$ cat src/rtl/stopwatch_timer_pkg.sv
// Shared types and constants for the stopwatch/countdown timer.
package stopwatch_timer_pkg;

    typedef enum logic [1:0] {
        IDLE  = 2'd0,
        RUN   = 2'd1,
        PAUSE = 2'd2,
        DONE  = 2'd3
    } state_e;

    localparam logic MODE_UP   = 1'b0;
    localparam logic MODE_DOWN = 1'b1;

endpackage

$ cat src/rtl/stopwatch_tick_gen.sv
// Prescaler: pulses tick once every TICK_DIV enabled cycles.
module stopwatch_tick_gen #(
    parameter int TICK_DIV = 1
) (
    input  logic clk,
    input  logic reset,
    input  logic enable,
    input  logic clear,
    output logic tick
);

    localparam int CW = (TICK_DIV > 1) ? $clog2(TICK_DIV) : 1;
    localparam logic [CW-1:0] LAST = CW'(TICK_DIV - 1);

    logic [CW-1:0] cnt_q, cnt_d;

    always_comb begin
        cnt_d = cnt_q;
        if (clear) begin
            cnt_d = '0;
        end else if (enable) begin
            cnt_d = (cnt_q == LAST) ? '0 : cnt_q + 1'b1;
        end
    end

    assign tick = enable && (cnt_q == LAST);

    always_ff @(posedge clk) begin
        if (reset) begin
            cnt_q <= '0;
        end else begin
            cnt_q <= cnt_d;
        end
    end

endmodule

$ cat src/rtl/stopwatch_timer.sv
// Dual-mode counter: stopwatch counting up, or timer counting down from a preset.
module stopwatch_timer
    import stopwatch_timer_pkg::*;
#(
    parameter int WIDTH    = 8,
    parameter int TICK_DIV = 1
) (
    input  logic             clk,
    input  logic             reset,
    input  logic             start,
    input  logic             mode,
    input  logic [WIDTH-1:0] timer_set,
    output logic [WIDTH-1:0] time_out,
    output logic             done
);

    localparam logic [WIDTH-1:0] TIME_MAX = '1;

    state_e           state_q, state_d;
    logic [WIDTH-1:0] time_q, time_d;
    logic             done_q, done_d;
    logic             mode_q, mode_d;
    logic             launch, tick_en, tick;

    // A start in RUN pauses on that very edge, so the prescaler must not step then.
    assign launch  = start && ((state_q == IDLE) || (state_q == DONE));
    assign tick_en = (state_q == RUN) && !start;

    stopwatch_tick_gen #(
        .TICK_DIV(TICK_DIV)
    ) u_tick_gen (
        .clk   (clk),
        .reset (reset),
        .enable(tick_en),
        .clear (launch),
        .tick  (tick)
    );

    always_comb begin
        state_d = state_q;
        time_d  = time_q;
        done_d  = done_q;
        mode_d  = mode_q;
        case (state_q)
            IDLE, DONE: begin
                if (start) begin
                    state_d = RUN;
                    done_d  = 1'b0;
                    mode_d  = mode;
                    time_d  = (mode == MODE_DOWN) ? timer_set : '0;
                end
            end
            RUN: begin
                if (start) begin
                    state_d = PAUSE;
                end else if ((mode_q == MODE_DOWN) && (time_q == '0)) begin
                    // Zero preset finishes without waiting for a tick.
                    state_d = DONE;
                    done_d  = 1'b1;
                end else if (tick) begin
                    if (mode_q == MODE_UP) begin
                        if (time_q == TIME_MAX) begin
                            state_d = DONE;
                            done_d  = 1'b1;
                        end else begin
                            time_d = time_q + 1'b1;
                        end
                    end else begin
                        time_d = time_q - 1'b1;
                        if (time_q == WIDTH'(1)) begin
                            state_d = DONE;
                            done_d  = 1'b1;
                        end
                    end
                end
            end
            PAUSE: begin
                if (start) begin
                    state_d = RUN;
                end
            end
            default: state_d = IDLE;
        endcase
    end

    always_ff @(posedge clk) begin
        if (reset) begin
            state_q <= IDLE;
            time_q  <= '0;
            done_q  <= 1'b0;
            mode_q  <= MODE_UP;
        end else begin
            state_q <= state_d;
            time_q  <= time_d;
            done_q  <= done_d;
            mode_q  <= mode_d;
        end
    end

    assign time_out = time_q;
    assign done     = done_q;

endmodule

$ cat config.mk
export PLATFORM = sky130hd
export DESIGN_NAME = stopwatch_timer
export DESIGN_NICKNAME = d
export VERILOG_FILES = /design/src/rtl/stopwatch_timer_pkg.sv /design/src/rtl/stopwatch_tick_gen.sv /design/src/rtl/stopwatch_timer.sv
export SDC_FILE = /design/constraint.sdc
export NUM_CORES = 1
export LEC_CHECK = 0
export ABC_AREA = 1
export ABC_CLOCK_PERIOD_IN_PS = 3200
export CORE_MARGIN = 2
export CORE_UTILIZATION = 50
export DETAILED_ROUTE_END_ITERATION = 6
export GPL_TIMING_DRIVEN = 0
export PLACE_DENSITY = 0.78
export SKIP_LAST_GASP = 1
export SYNTH_ARGS = -nofsm -noshare
export SYNTH_HDL_FRONTEND = slang
export SYNTH_SLANG_ARGS = --single-unit
export TNS_END_PERCENT = 1
$ cat constraint.sdc
create_clock -name clk -period 3.2 [get_ports clk]
set_input_delay 0.8 -clock clk [delete_from_list [all_inputs] [get_ports clk]]
set_output_delay 0.8 -clock clk [all_outputs]
set_load 0.05 [all_outputs]
==> summary.txt, run 1 <==
STA
  – Slew @ Worst Pin: 0.4991 ns
  – Final period util: 0.7459
  – Fmax: 419.0 MHz
  – Hold_ws: 0.4684 ns
  – Slew margin rel.: 0.6662
  – Pins over their slew limit: 0
  – Setup WS post-layout: roughly 0.81 ns
  – RSZ-0062 raised after global routing: false
  – Fin. Hold Viols: 0
  – Fin Clk Skew: approximately 0.0046 ns
  – Post-layout min period: 2.387 ns
  – Final setup viols: 0
  – Final setup TNS: 0 ns

Synth
  – Post-Synth Adder-Cell Area: 0.05981
  – Yosys cell types: 26
  – Compound-cell area share of the yosys netlist: 0.1005
  – Synthesis-stage register bit count: 12
  – Synth async-reset ratio: 0
  – XOR/XNOR Fraction of Synth Area: 0.008373
  – Post-synthesis simple-gate area fraction: 0.4964
  – Post-Synthesis Cells: 172
  – Mux share of post-synthesis cell area: 0
  – Largest family of logic cells by synthesized area: simple AND/OR/NAND/NOR gates
  – Post-synth EDFFs: 0
  – Ys flop type: dfxtp_1
  – Post-Syn Nets: 189
  – Syn_area_per_cell: around 6.1 um2
  – Synth warnings: 0
  – Mapped cell area: 1046 um2
  – Seq/Total Area, Yosys: 0.2297

Critical path
  – Setup slack, reg-to-reg: between 1 and 1.5 ns
  – Crit path max fanout: 6
  – CP top delay family: buffers and inverters
  – Critical path type: flip-flop to output port
  – Crit path largest cell delay: 0.85 ns
  – CP required: between 2 and 2.5 ns
  – Worst Setup Start Kind: flip-flop
  – Worst reg2reg endpoint: time_out[7]$_SDFFE_PP0P_
  – Critical path cell sequence: clkdlybuf4s50_1
  – CP Capture Type: output port
  – Critical path origin: time_out[2]$_SDFFE_PP0P_
  – Slowest-stage cell, CP: clkdlybuf4s50_1
  – R2R depth: 9
  – CP arrival: roughly 1.6 ns
  – CP Capture Point: time_out[2]
  – CP bufs+invs: 1
  – Cell depth of the worst setup path: 1
  – RR Startpoint: time_out[0]$_SDFFE_PP0P_

Route
  – Drt pass-1 iters: 4
  – Total wire length: 2.430 mm
  – Routed length per placed instance: 10.95 um
  – DR vias/cell: between 4 and 5
  – Antenna Nets Post-Route: 0
  – # DRC: 0
  – Initial DRC count: 25
  – Via Count: about 1100

Global routing
  – GRT Max-Usage Layer: met2
  – Vias in the first global route: 980
  – Pin count of the biggest net entering global routing: 11
  – GR met2 Demand/Resource: 0.3578
  – GRT Util Overall: 0.2226
  – Congestion Overflow GR: 0
  – Initial antenna violation count: 0
  – Global-route wire length before repair: about 4.2 mm
  – Met3 Use GR: 0.02727
  – Grt met1 use: 0.2978

Place
  – Post-Place Setup Slack: approximately 0.88 ns
  – IO buf count: 20
  – Placer's final routability congestion estimate: 0.9071
  – Dpl hpwl: 1.926 mm

Clock tree
  – CTS tree: yes
  – Worst-Skew Late Latency: 0.28 ns
  – Post-CTS sizing: 0
  – Setup Buffers After CTS: 0
  – Reg clk slew, reported paths: 0.08 ns
  – Max clock buf depth: 2
  – Cts hold-fix bufs: 0
  – Num CTS Buffers: 3
  – Root Driver: clkbuf_4
  – Htree depth: 1
  – CTS sink count: 12

Power
  – Net Sw Frac: 0.4948
  – Sequential share of power: 0.281
  – Clock Power Share: 0.125
  – Internal: approximately 380 uW
  – Comb pwr share: 0.594
  – Peak supply drop: 0.0004728 V
  – Power Dens Cells: 583.8 nW/um2
  – Psw: between 300 and 400 uW
  – Leakage power: 0.0006082 uW

Final layout
  – Share of cells above drive strength 1: 0.1333
  – Commonest non-fill, non-tap cells in the layout: 57 x nand2_1, 24 x nor2_1, 20 x clkdlybuf4s50_1, 15 x inv_1, 13 x nand3_1
  – Post-layout nets: ~210
  – Final core occ: 0.6639
  – Synth-to-layout area growth: 24.52%
  – Most common cell after layout, fill and taps aside: nand2_1
  – Inserted Diodes: 0

Status
  – Status: completed

Worst hold path
  – Min-delay src: done$_SDFFE_PP0P_
  – Hold Path Class: flip-flop to flip-flop

Floorplanning
  – # rows: 16
  – Initial core utilization: 0.5332
  – Die area: between 2000 and 2500 um2
  – Top Ports: 21
  – CORE AREA: 1962 um2
  – Die span in x: 49.74 um
  – Die H: 49.74 um

Flow run
  – Max Cap Viol: 0
-- layer usage --
metal	vias to the layer above	part of all wire
met5	-	0
met1	466	0.47
met3	5	0.037
met4	0	0.021
met2	19	0.47
li1	591	-
-- final cells by class --
class | instances | area, um2
flip-flops and latches | 12 | 240.2
repair buffers | 20 | 200.2
multi-input cells | 135 | 695.7
inverters | 22 | 82.58
well taps | 27 | 33.78
fillers | 210 | 659.4
clock buffers | 3 | 22.52
plain buffers | 3 | 27.53
-- sequential cells by signal, summed over array words and instances, names as in the netlist --
register	flops
time_out	8
state_q	2
done	1
mode_q	1
-- cells in the mapped netlist (all sizes together) (2+ instances only) --
cell	count	share of area
nand4	5	0.044
ha	5	0.060
nand2	61	0.24
nor2	29	0.13
a31oi	2	0.012
dfxtp	12	0.23
o21ai	8	0.042
a21oi	9	0.047
inv	21	0.075
buf	3	0.026
nand3	15	0.089
-- worst min-delay path by stage --
| stage | end | slack, ns | cells after the start |
|---|---|---|---|
| global placement | done$_SDFFE_PP0P_ | 0.45 | 2 |
| finish | done$_SDFFE_PP0P_ | 0.47 | 2 |
| global route | done$_SDFFE_PP0P_ | 0.49 | 2 |
| detailed placement | done$_SDFFE_PP0P_ | 0.47 | 2 |
| floorplan | state_q[0]$_SDFFE_PP0P_ | 0.47 | 2 |
| CTS | done$_SDFFE_PP0P_ | 0.48 | 2 |
-- power groups by stage --
stage,Sequential (uW),Clock (uW),Combinational [uW]
2_1_floorplan,296,0,258
3_3_place_gp,215,0,447
3_5_place_dp,217,0,453
4_1_cts,214,98.2,454
5_1_grt,219,104,499
6_report,213,95.1,452
-- per-stage QoR --
| stage | instance area, um2 | std cells | total power (uW) |
|---|---|---|---|
| 3_5_place_dp | 1280 | 219 | 670.3 |
| 3_3_place_gp | 1280 | 219 | 661.7 |
| 4_1_cts | 1303 | 222 | 766.4 |
| 2_1_floorplan | 1046 | 172 | 554.2 |
| 6_report | 1303 | 222 | 760.4 |
| 5_1_grt | 1303 | 222 | 822.5 |
-- cells by family after synthesis --
logic type / after synthesis
adder cells (fa/ha/maj): 5
flip-flops: 12
AND/OR/NAND/NOR: 110
XOR/XNOR: 1
AO/OA/AOI/OAI: 19
buffers and inverters: 25
Power figures use the tool's default switching activity.
==> run 2: changes to the inputs <==
--- a/config.mk
+++ b/config.mk
@@ -6,7 +6,7 @@
 export NUM_CORES = 1
 export LEC_CHECK = 0
 export ABC_AREA = 1
-export ABC_CLOCK_PERIOD_IN_PS = 3200
+export ABC_CLOCK_PERIOD_IN_PS = 2200
 export CORE_MARGIN = 2
 export CORE_UTILIZATION = 50
 export DETAILED_ROUTE_END_ITERATION = 6
==> constraint.sdc (replaced) <==
create_clock -name clk -period 2.2 [get_ports clk]
set_input_delay 0.55 -clock clk [delete_from_list [all_inputs] [get_ports clk]]
set_output_delay 0.55 -clock clk [all_outputs]
set_load 0.05 [all_outputs]
==> results of run 2 <==
Same layout as run 1 (identical final DEF). Status: completed.
Among the figures that moved: setup slack after placement 0.8845 ns -> 0.1345 ns; setup slack after layout 0.8132 ns -> 0.06324 ns; register-to-register setup slack 1.47 ns -> 0.47 ns; total power 760.4 uW -> 1106 uW; worst IR drop on VDD 0.0004728 V -> 0.0006878 V
